File: src/rtl/read_buffer.sv
// Line-to-element unpacker: captures one FULL_WIDTH memory line and emits
// lanes [base, min(bounds, N)) one per cycle under downstream flow control.
module read_buffer #(
  parameter int unsigned FULL_WIDTH = 512,
  parameter int unsigned WIDTH      = 64
) (
  input  logic                  clk,
  input  logic                  rst,
  input  logic                  rready,
  input  logic [FULL_WIDTH-1:0] rdata,
  input  logic                  odata_req,
  input  logic [7:0]            base,
  input  logic [7:0]            bounds,
  output logic                  oready,
  output logic [WIDTH-1:0]      odata
);

  localparam int unsigned N = FULL_WIDTH / WIDTH;
  localparam logic [7:0] N_LANES = 8'(N);

  logic                  busy;
  logic [FULL_WIDTH-1:0] line;
  logic [7:0]            idx;
  logic [7:0]            end_idx;
  logic [7:0]            bounds_clamped;
  logic [WIDTH-1:0]      lane_sel;
  logic [7:0]            idx_next;

  assign bounds_clamped = (bounds > N_LANES) ? N_LANES : bounds;
  assign idx_next       = idx + 8'd1;

  // Explicit lane mux keeps the selection in range even if idx were stale.
  always_comb begin
    lane_sel = '0;
    for (int unsigned i = 0; i < N; i++) begin
      if (idx == 8'(i)) lane_sel = line[i*WIDTH +: WIDTH];
    end
  end

  always_ff @(posedge clk or posedge rst) begin
    if (rst) begin
      busy    <= 1'b0;
      line    <= '0;
      idx     <= '0;
      end_idx <= '0;
      oready  <= 1'b0;
      odata   <= '0;
    end else if (rready) begin
      line    <= rdata;
      idx     <= base;
      end_idx <= bounds_clamped;
      busy    <= (base < bounds_clamped);
      oready  <= 1'b0;
    end else if (busy && odata_req) begin
      odata  <= lane_sel;
      oready <= 1'b1;
      idx    <= idx_next;
      if (idx_next == end_idx) busy <= 1'b0;
    end else begin
      oready <= 1'b0;
    end
  end

endmodule

File: config.mk
export PLATFORM = sky130hd
export DESIGN_NAME = read_buffer
export DESIGN_NICKNAME = d
export VERILOG_FILES = /design/src/rtl/read_buffer.sv
export SDC_FILE = /design/constraint.sdc
export NUM_CORES = 1
export LEC_CHECK = 0
export BUFFER_PORTS_ARGS = -buffer_cell sky130_fd_sc_hd__buf_2
export CORE_MARGIN = 4
export CORE_UTILIZATION = 49
export DETAILED_ROUTE_END_ITERATION = 10
export GPL_TIMING_DRIVEN = 0
export PLACE_DENSITY_LB_ADDON = 0.05
export SLEW_MARGIN = 25
export SYNTH_ARGS = -nofsm -noshare
export SYNTH_HDL_FRONTEND = slang
export SYNTH_SLANG_ARGS = --single-unit
File: constraint.sdc
create_clock -name clk -period 21.9 [get_ports clk]
set_input_delay 4.38 -clock clk [delete_from_list [all_inputs] [get_ports clk]]
set_output_delay 4.38 -clock clk [all_outputs]
set_load 0.01 [all_outputs]
### Yosys cells after proc, flatten, opt, wreduce, memory -nomap -nowiden

Cells that the tools add are included.

| cells by class | value |
|---|---|
| reduce and logical (&&, ||, !) cells | 6 |
| magnitude comparators | 2 |
| $add $sub $neg | 1 |
| eq/ne operators | 8 |
| muxes and demuxes | 16 |
| bitwise operators | 1 |

Operator list:

| cell | number |
|---|---|
| 2-to-1 mux 64 bit | 8 |
| equality test 8 x 3 -> 1 bit, second input constant | 4 |
| 2-to-1 mux 8 bit | 3 |
| equality test 8 x 2 -> 1 bit, second input constant | 2 |
| adder 8 x 1 -> 8 bit, second input constant | 1 |
| equality test 8 x 1 -> 1 bit, second input constant | 1 |
| equality test 8 bit | 1 |
| greater-than comparator 8 x 4 -> 1 bit, second input constant | 1 |
| logical NOT 8 bit | 1 |
| < comparator 8 bit | 1 |
| 2-to-1 mux 1 bit | 5 |
| AND reduction 2 bit | 2 |
| nonzero test 2 bit | 2 |
| logical AND 1 bit | 1 |
| NOT 1 bit | 1 |

| storage, ports and cells | value |
|---|---|
| output and inout bits | 65 |
| register bits | 594 |
| logic and storage cells | 40 |
| input port bits | 532 |

### Logic depth before layout (Yosys ltp)

| depth | value |
|---|---|
| depth after elaboration | 9 |
| depth in mapped cells | 9 |
| mapped depth without buffers | 9 |

### Worst setup path after synthesis

OpenSTA, ideal clock, no wires.

| timing | value |
|---|---|
| path kind | input -> register |
| start | input bounds[7] |
| end | register busy |
| arrival time | 6.045 ns |
| path buffers | 0 |
| stages on the path | 9 |
| required time | 21.769 ns |
| slack | 15.724 ns |
| setup time | 0.131 ns |
| cell sequence | or4_1 -> nor2_1 -> nand2_1 -> ha_1 -> o21a_1 -> o211ai_1 -> a31o_2 -> nand3_1 -> nand3_1 |

| on the way | value |
|---|---|
| longest elaborated chain between the ends | 4 |

Ends and longest elaborated chain:

| element | RTL line | RTL |
|---|---|---|
| start: declaration | 13 | `input logic [7:0] bounds,` |
| greater-than comparator 8 x 4 -> 1 bit | 29 | `assign bounds_clamped = (bounds > N_LANES) ? N_LANES : bounds;` |
| 2-to-1 mux 8 bit * | 29 |  |
| < comparator 8 bit * | 52 | `busy <= (base < bounds_clamped);` |
| 2-to-1 mux 1 bit * | 48 | `end else if (rready) begin` |
| end signal: assignment | 52 |  |
| end: declaration | 21 | `logic busy;` |

Every way passes the cells marked *; elsewhere a longest branch is shown, timed or not.
A chain may end at the register's enable or synchronous reset.

### Worst setup path in the final report

| timing | value |
|---|---|
| start | input rready |
| end | register line[348] |

RTL lines:

| element | RTL line | RTL |
|---|---|---|
| start: declaration | 9 | `input logic rready,` |
| end signal: assignment | 49 | `line <= rdata;` |
| end: declaration | 22 | `logic [FULL_WIDTH-1:0] line;` |

No word-level cell between the ends.

==> summary.txt <==
Setup path
  – CP Capture Type: register
  – Most numerous cell on the critical path: sky130_fd_sc_hd__clkbuf_1
  – Critical Setup Path Class: in -> reg
  – Arr. time, crit path: 7.04 ns
  – Largest fanout of any net on the critical path: 10
  – Delay of the slowest critical-path stage: 0.77 ns
  – Cell with the largest stage delay on the worst path: sky130_fd_sc_hd__clkbuf_1
  – Crit-path cells: buf_2, clkbuf_1, clkbuf_1, clkbuf_1, mux2_2
  – Minimum setup slack among reg-to-reg paths: 18.46 ns
  – Type of origin of the critical path: input pin
  – Required time at the endpoint of the critical path: 22.39 ns

Synth
  – Most frequent cell after synthesis: sky130_fd_sc_hd__dfrtp_1
  – Post-synth EDFFs: 0
  – Number of warnings reported in the yosys synthesis log: 0
  – Sequential area share after synthesis: 56.60%
  – Share of Yosys cell area claimed by the top area cell type: 56.60%
  – Number of register bits inferred by synthesis: 594
  – Average instance area after synthesis: 13.43 µm²
  – Post-synth top area cell: sky130_fd_sc_hd__dfrtp_1
  – Asr flop ratio synth: 100.0%
  – Count of mapped cells out of synthesis: 1955
  – Total standard cell area after synthesis: 0.02626 mm²
  – Synth Flop Type: sky130_fd_sc_hd__dfrtp_1
  – Ranking of synthesized cells by area: sky130_fd_sc_hd__dfrtp_1 57%, sky130_fd_sc_hd__mux2_2 22%, sky130_fd_sc_hd__o221ai_1 3.8%
  – Synth cell count leaders: 594 x sky130_fd_sc_hd__dfrtp_1, 512 x sky130_fd_sc_hd__mux2_2, 126 x sky130_fd_sc_hd__clkbuf_1, 114 x sky130_fd_sc_hd__o221ai_1, 81 x sky130_fd_sc_hd__o21ai_0
  – Post-synthesis cell type count: 52

Power
  – Peak supply drop: 59.32 µV
  – Total design power: 2.907 mW
  – Leak Pwr: 14.32 nW
  – Ratio of total power to cell area: 88.89 mW/mm²

GRT
  – First-pass GRT wire length: 140.1 mm
  – Antenna violations before repair: 69
  – Total congestion overflow: 0
  – Overall Global Routing Usage: 33.29%
  – Number of global-route vias before repair: 21668
  – Maximum number of pins on one net before global-route repair: 101

Timing
  – Count of final hold-check violations: 0
  – Final critical-path share of the clock period: 29.89%
  – Max-slew violations: 0
  – Final critical-path required period: 6.546 ns
  – # setup viols final: 0
  – F_max: 0.1528 GHz
  – Hold slack final: 0.5068 ns
  – Tightest Pin Transition: 1.044 ns
  – Setup Skew: 0.01336 ns
  – Unrepaired setup endpoints after global routing: false
  – Headroom to the max-slew limit: 30.38%

Layout
  – Post-layout net count: 3171
  – Synthesis-to-finish area growth: 24.52%
  – Share of final-layout standard cells stronger than drive strength 1: 47.67%

Detailed routing
  – DRT antenna net count: 0
  – Final routed wirelength across all metal layers: 98.10 mm
  – Residual DRC: 0
  – Vias: 21026
  – Iteration count of the initial detailed-routing pass: 8
  – Routed WL per cell: 28.70 µm
  – DRC marker count from the first detailed-route iteration: 1608
  – Via/cell ratio: 6.152

Floorplanning
  – Number of top-level pins: 597
  – Floorplan Core Area: 0.05276 mm²
  – Std cell rows: 84
  – Initial Util: 49.78%
  – Chip width: 239.5 µm
  – Die area: 0.05737 mm²
  – Die Y-Extent: 239.5 µm

Clock tree
  – Number of sinks handled by clock tree synthesis: 594
  – Clk pin slew, worst setup/hold paths: 0.06 ns
  – Clock buffer count from CTS: 66
  – CTS max path bufs: 3
  – Buffers inserted during post-CTS setup optimization: 0
  – Library cell used as clock root buffer: sky130_fd_sc_hd__clkbuf_16
  – Insertion delay of the later-clocked pin in the worst-skew pair: 0.61 ns
  – Count of cells resized by post-cts repair: 0
  – Number of buffers inserted by hold repair at cts: 0
  – CTS tree: built
  – CTS H-tree lvls: 3

Place
  – Gp weighted congestion: 0.9041
  – IO buf count: 596
  – Estimated wirelength of the detail-placed design: 73.23 mm

Status
  – Status: completed

Hold path
  – Path category of the worst min-delay check: reg -> reg

Run
  – Max cap viols: 0
[critical path, delay by kind of cell]
| family | cells | cell delay (ns) |
|---|---|---|
| multiplexers | 1 | 0.42 |
| buffers and inverters | 4 | 2.22 |
[kinds of logic after synthesis]
kind of cell | Yosys count | share of synthesized area (%)
adder cells (fa/ha/maj) | 11 | 0.5241
flip-flops | 594 | 56.60
buffers and inverters | 182 | 3.001
other | 1 | 0.01428
XOR/XNOR | 16 | 0.5336
AND/OR/NAND/NOR | 103 | 2.111
AO/OA/AOI/OAI | 535 | 15.23
multiplexers | 513 | 21.99
[power by group]
part / leakage (nW) / switching, mW / internal, mW / total, mW
clock network: 1.14 / 0.466 / 0.692 / 1.16
logic: 6.19 / 0.229 / 0.209 / 0.437
registers: 6.99 / 0.0840 / 1.23 / 1.31
[metrics by stage]
step                utilization (%)  TNS [ns]  setup WS (ns)  area (µm²)  std cells
floorplan                         -         0         0.8952       26270       1958
global placement              57.08  -3168.63         -5.396       30120       3242
detailed placement            57.43         0          14.71       30300       3248
CTS                           61.74         0          15.35       32570       3367
global route                  61.90         0          15.28       32660       3401
finish                        61.98         0          15.35       32700       3418
[final timing paths]
path                            from   endpoint  depth (start not counted)
max                           rready  line[348]                          5
min                        line[346]  line[346]                          1
max reg2reg                   idx[0]  odata[52]                          9
min reg2reg                line[346]  line[346]                          1
max in group asynchronous        rst  line[471]                          5
min in group asynchronous        rst  line[245]                          2
[sequential cells by signal, summed over array words and instances (netlist names)]
name / cells
oready: 1
busy: 1
line: 512
idx: 8
end_idx: 8
odata: 64
[cells in the final DEF (no fill, tap or decap), types with 11 or more instances in the layout]
cell type                   count
sky130_fd_sc_hd__clkbuf_8      24
sky130_fd_sc_hd__dfrtp_1      594
sky130_fd_sc_hd__mux2_2       512
sky130_fd_sc_hd__o221ai_1     114
sky130_fd_sc_hd__nand3_1       17
sky130_fd_sc_hd__ha_1          11
sky130_fd_sc_hd__clkbuf_16     67
sky130_fd_sc_hd__clkinv_2      11
sky130_fd_sc_hd__a22oi_1       55
sky130_fd_sc_hd__o211a_1       56
sky130_fd_sc_hd__diode_2       51
sky130_fd_sc_hd__nor2_1        21
sky130_fd_sc_hd__clkbuf_1     131
sky130_fd_sc_hd__buf_2        623
sky130_fd_sc_hd__a221oi_1      70
sky130_fd_sc_hd__o21ai_0       81
sky130_fd_sc_hd__a21oi_1       66
sky130_fd_sc_hd__o22ai_1       55
sky130_fd_sc_hd__nand2_1       25
[per-layer routing]
| layer | share of wire, % | global-route usage [%] | vias up |
|---|---|---|---|
| met2 | 48 | 53.39 | 946 |
| met1 | 39 | 42.45 | 10837 |
| met3 | 8.5 | 9.384 | 265 |
| met5 | 0.35 | 0 | - |
| li1 | - | - | 8930 |
| met4 | 4.1 | 14.79 | 48 |
[cell type report]
class                   count  area [µm²]
well taps                 688       860.8
plain buffers             174       760.7
diodes                     51       127.6
fillers                  4309       20060
inverters                   8       37.54
clock buffers              98        2033
multi-input cells        1182       10630
clock inverters            21       242.7
flip-flops and latches    594       14860
repair buffers            602        3148
Power figures use the tool's default switching activity.
